File: config.mk
export PLATFORM = sky130hd
export DESIGN_NAME = waveform_sequencer
export DESIGN_NICKNAME = d
export VERILOG_FILES = /design/src/rtl/waveform_sequencer.sv
export SDC_FILE = /design/constraint.sdc
export NUM_CORES = 1
export LEC_CHECK = 0
export BUFFER_PORTS_ARGS = -buffer_cell sky130_fd_sc_hd__buf_4
export CAP_MARGIN = 30
export CORE_MARGIN = 4
export CORE_UTILIZATION = 58
export CTS_CLUSTER_DIAMETER = 120
export DETAILED_ROUTE_END_ITERATION = 16
export GPL_ROUTABILITY_DRIVEN = 1
export PLACE_DENSITY = 0.86
export SYNTH_ARGS = -nofsm -noshare
export SYNTH_HDL_FRONTEND = slang
export SYNTH_SLANG_ARGS = --single-unit
File: constraint.sdc
create_clock -name clk -period 5.2 [get_ports clk]
set_input_delay 0.52 -clock clk [delete_from_list [all_inputs] [get_ports clk]]
set_output_delay 0.52 -clock clk [all_outputs]
set_load 0.005 [all_outputs]
File: src/rtl/waveform_sequencer.sv
// Phase-accumulator address sequencer for the waveform sample memory.
// Walks the table at a fractional rate, counts periods and realigns memory read data.
module waveform_sequencer #(
    parameter int ADDR_W     = 12,
    parameter int FRAC_W     = 12,
    parameter int TABLE_SIZE = 32
) (
    input  logic                     clk,
    input  logic                     rst,
    input  logic                     start,
    input  logic                     stop,
    input  logic [ADDR_W+FRAC_W-1:0] freq_word,
    input  logic [15:0]              n_periods,
    output logic [ADDR_W-1:0]        address,
    output logic                     addr_valid,
    input  logic [ADDR_W-1:0]        sample,
    output logic [ADDR_W-1:0]        sample_out,
    output logic                     sample_valid,
    output logic                     wrap,
    output logic                     busy,
    output logic                     done
);

    localparam int PH_W = ADDR_W + FRAC_W;
    localparam logic [PH_W:0]   SPAN    = (PH_W+1)'(TABLE_SIZE) << FRAC_W;
    localparam logic [PH_W-1:0] SPAN_LO = SPAN[PH_W-1:0];

    typedef enum logic [1:0] {
        IDLE  = 2'd0,
        RUN   = 2'd1,
        DRAIN = 2'd2
    } state_t;

    state_t            state, state_next;
    logic [PH_W-1:0]   phase, phase_next;
    logic [PH_W-1:0]   inc, inc_next;
    logic [15:0]       limit, limit_next;
    logic [15:0]       period_cnt, cnt_next;
    logic [ADDR_W-1:0] addr_next;
    logic              av_next, wrap_next, done_next;
    logic              drain_cnt, drain_next;
    logic [PH_W:0]     p_sum;
    logic [PH_W-1:0]   p_wrapped;
    logic              vld_p1;

    always_comb begin
        state_next = state;
        phase_next = phase;
        inc_next   = inc;
        limit_next = limit;
        cnt_next   = period_cnt;
        addr_next  = address;
        av_next    = 1'b0;
        wrap_next  = 1'b0;
        done_next  = 1'b0;
        drain_next = drain_cnt;
        p_sum      = {1'b0, phase} + {1'b0, inc};
        p_wrapped  = p_sum[PH_W-1:0] - SPAN_LO;
        case (state)
            IDLE: begin
                if (start && !stop) begin
                    state_next = RUN;
                    inc_next   = freq_word;
                    limit_next = n_periods;
                    phase_next = '0;
                    cnt_next   = '0;
                    addr_next  = '0;
                    av_next    = 1'b1;
                end
            end
            RUN: begin
                if (stop) begin
                    state_next = DRAIN;
                    drain_next = 1'b0;
                end else if (p_sum >= SPAN) begin
                    // New frequency is only taken at a period boundary.
                    cnt_next   = period_cnt + 16'd1;
                    phase_next = p_wrapped;
                    inc_next   = freq_word;
                    if ((limit != 16'd0) && (cnt_next == limit)) begin
                        state_next = DRAIN;
                        drain_next = 1'b0;
                    end else begin
                        addr_next = p_wrapped[PH_W-1:FRAC_W];
                        av_next   = 1'b1;
                        wrap_next = 1'b1;
                    end
                end else begin
                    phase_next = p_sum[PH_W-1:0];
                    addr_next  = p_sum[PH_W-1:FRAC_W];
                    av_next    = 1'b1;
                end
            end
            DRAIN: begin
                // Two cycles covers the memory read plus the output register.
                if (drain_cnt) begin
                    state_next = IDLE;
                    done_next  = 1'b1;
                end else begin
                    drain_next = 1'b1;
                end
            end
            default: state_next = IDLE;
        endcase
    end

    // Stage p0: address generation and control
    always_ff @(posedge clk or negedge rst) begin
        if (!rst) begin
            state      <= IDLE;
            phase      <= '0;
            period_cnt <= '0;
            address    <= '0;
            addr_valid <= 1'b0;
            wrap       <= 1'b0;
            done       <= 1'b0;
            drain_cnt  <= 1'b0;
        end else begin
            state      <= state_next;
            phase      <= phase_next;
            period_cnt <= cnt_next;
            address    <= addr_next;
            addr_valid <= av_next;
            wrap       <= wrap_next;
            done       <= done_next;
            drain_cnt  <= drain_next;
        end
    end

    always_ff @(posedge clk) begin
        inc   <= inc_next;
        limit <= limit_next;
    end

    // Stage p1/p2: memory read latency, then output register
    always_ff @(posedge clk or negedge rst) begin
        if (!rst) begin
            vld_p1       <= 1'b0;
            sample_valid <= 1'b0;
            sample_out   <= '0;
        end else begin
            vld_p1       <= addr_valid;
            sample_valid <= vld_p1;
            if (vld_p1) sample_out <= sample;
        end
    end

    assign busy = (state != IDLE);

endmodule
==> results.py <==
metrics = {
    "timing": {
        "clock_skew_ns": 0.00875,
        "drv_slew": 0,
        "tightestPinTransition_ns": 0.923,
        "setup_violations": 0,
        "clock.fmax_ghz": 0.236,
        "finalCriticalPeriod_ns": 4.23,
        "fin_setup_tns_ns": 0,
        "hold_viol": 0,
        "setup_ws_ns": 0.968,
        "rsz0062_at_grt": "false",
        "fin_crit_sh": 0.814,
        "slew_headroom": 0.380,
    },
    "final_layout": {
        "area_growth_pct": 14.9,
        "multi_input_area_mm2": 0.00296,
        "drive_above_1_share": 0.233,
        "nNetsFinal": 721,
        "fillers": 732,
        "seq_area_mm2": 0.00300,
        "antenna-diode-count": 0,
    },
    "setup_path": {
        "startpoint_type": "flip-flop",
        "worst_r2r_startpoint": "phase[0]",
        "endpoint": "period_cnt[1]",
        "startpoint": "phase[0]",
        "r2r-end": "period_cnt[1]",
        "cp_data_arrival_time_ns": 4.52,
        "cp-end-kind": "flip-flop",
        "path_depth": 13,
        "reg2reg_depth": 13,
        "path_cells": "ha_1, fa_1, a21o_1, a221o_1, a22oi_2, mux2i_1, o311a_1, a2111oi_4, nand2b_2, nor2_1, a21oi_2, buf_4, o22ai_1",
        "worstPathMaxFanout": 26,
        "critical_path_buf_inv_count": 1,
        "critPathTopFamily": "compound AO/OA/AOI/OAI gates",
        "rrSetupSlack_ns": 0.97,
        "slowest_delay_ns": 0.62,
        "crit_type": "reg -> reg",
        "crit_required_ns": 5.49,
        "cpMaxStageDelayCell": "nor2_1",
    },
    "routing": {
        "drtAntennaViolNets": 0,
        "wl_mm": 13.7,
        "drtIter0Drc": 289,
        "avgRoutedWirePerCell_um": 17.5,
        "vias": 4669,
        "vias_per_cell": 5.99,
        "firstDrtPassIters": 5,
        "drc": 0,
    },
    "logic_synthesis": {
        "synthTopCellsByCount": "dfrtp_1, nand2_1, edfxtp_1, a21oi_1, o21ai_0",
        "synth_top_area_frac": 0.294,
        "yosysMostFrequentCell": "dfrtp_1",
        "ys_ff_latch": 112,
        "netlist_instances": 564,
        "yosysWarnings": 0,
        "async_reset_ff_frac": 0.643,
        "synth_seq_area_share": 0.491,
        "synth_area_leaders": "dfrtp_1, edfxtp_1, ha_1, mux2_2, nand2_1",
        "syn_area_mm2": 0.00612,
        "synth_edf_count": 40,
        "synthFlopType": "dfrtp_1",
        "syn-num-nets": 646,
        "synthDistinctLibCells": 74,
        "yosys.area.top_type": "dfrtp_1",
        "synth.avg_cell_area_um2": 10.9,
    },
    "placement": {
        "port_buffers": 84,
        "hpwl_mm": 10.2,
        "place_congestion": 0.943,
        "pre_cts_ws_ns": 1.05,
    },
    "die": {
        "die_x_um": 111,
        "coreArea_mm2": 0.0103,
        "die_y_um": 111,
        "rows": 37,
        "die-area_mm2": 0.0123,
        "pin_count": 85,
        "start_util": 0.593,
    },
    "power_and_ir_drop": {
        "peakVddDrop_uv": 213,
        "power_density_mw_per_mm2": 496,
        "power_leakage_uw": 0.00309,
    },
    "clocking": {
        "cts_sinks": 112,
        "cts_buffer_depth": 2,
        "cts_resized": 0,
        "cts_setup_buffers": 0,
        "insertion_delay_ns": 0.37,
        "h-tree-depth": 3,
        "cts_buffers": 9,
        "cts_hold_buf": 0,
        "root_buffer": "clkbuf_8",
        "cts_tree": "done",
        "clk_pin_slew_ns": 0.10,
    },
    "flow_run": {
        "max_cap_viol_count": 0,
    },
    "global_routing": {
        "antenna_found_initial": 0,
        "grt_max_degree": 73,
        "grtUsageTotal": 0.229,
        "grt_pass1_vias": 4597,
        "grt_overflow": 0,
        "grt_pass1_wl_mm": 23.0,
    },
    "hold_path": {
        "holdCritPathClass": "in -> async",
    },
    "run_status": {
        "status": "complete, no violations",
    },
}
[logic make-up after synthesis]
logic type,Yosys count,share of synthesized area
AOI/OAI and AO/OA,152,0.176
xor gates and xnor gates,39,0.0558
adders and majority gates,26,0.0544
buffers and inverters,38,0.0262
DFF,112,0.491
muxes,29,0.0538
and+or+nand+nor,168,0.143
[worst min path at each step]
stage          slack, ns    startpoint    endpoint  cells after the start
2_1_floorplan       0.22           rst  addr_valid                      0
3_3_place_gp        0.38    addr_valid      vld_p1                      0
3_5_place_dp        0.39    addr_valid      vld_p1                      0
4_1_cts             0.29           rst    phase[9]                      1
5_1_grt             0.28  freq_word[1]      inc[1]                      1
6_report            0.24           rst    phase[9]                      1
[report_power, final]
group / internal [uW] / switching (uW)
Sequential: 1160 / 173
Clock: 206 / 290
Combinational: 741 / 914
[cell usage in the layout, fill, tap and decap left out, types with 17 or more instances in the layout]
cell type,netlist,final
xor2_1,17,17
dfrtp_1,72,72
mux2_2,18,18
a21oi_1,30,29
ha_1,25,25
o21ai_0,30,30
edfxtp_1,40,40
xnor2_1,22,22
nand2_1,52,52
buf_4,0,87
nor2_1,24,24
[layer usage]
metal,global-route usage,part of all wire,up-vias
li1,-,-,2249
met1,0.318,0.44,2221
met2,0.369,0.47,181
met3,0.0475,0.068,18
met4,0.0591,0.014,0
met5,0,0,-
[worst reg2reg max path: cells and delay by family (launching register included)]
family,cells,cell delay [ns]
adder cells (fa/ha/maj),2,0.63
buffers and inverters,1,0.29
multiplexers,1,0.12
AND/OR/NAND/NOR,2,0.83
AO/OA/AOI/OAI,7,1.88
flip-flops,1,0.40
[area by class of cell]
class,count,area share
clock inverter,5,0.00498
tap,136,0.0242
inverter,15,0.00801
clock buffer,11,0.0217
sequential,112,0.427
timing repair buffer,87,0.0929
multi-input combinational,414,0.421
[registers in the layout, summed over array words and instances (netlist names)]
| register | flops |
|---|---|
| state | 2 |
| vld_p1 | 1 |
| wrap | 1 |
| sample_out | 12 |
| sample_valid | 1 |
| address | 12 |
| addr_valid | 1 |
| phase | 24 |
| done | 1 |
| limit | 16 |
| period_cnt | 16 |
| drain_cnt | 1 |
| inc | 24 |
[stage by stage]
step           area (um2)  hold slack (ns)  utilization  power, uW  std cells
2_1_floorplan        6120            0.224            -       2490        564
3_3_place_gp         6840            0.380        0.663       2920        764
3_5_place_dp         6840            0.387        0.663       2990        764
4_1_cts              7030            0.294        0.681       3490        780
5_1_grt              7030            0.277        0.681       3750        780
6_report             7030            0.236        0.681       3490        780
Note: power is estimated with default switching activity, not from simulation.
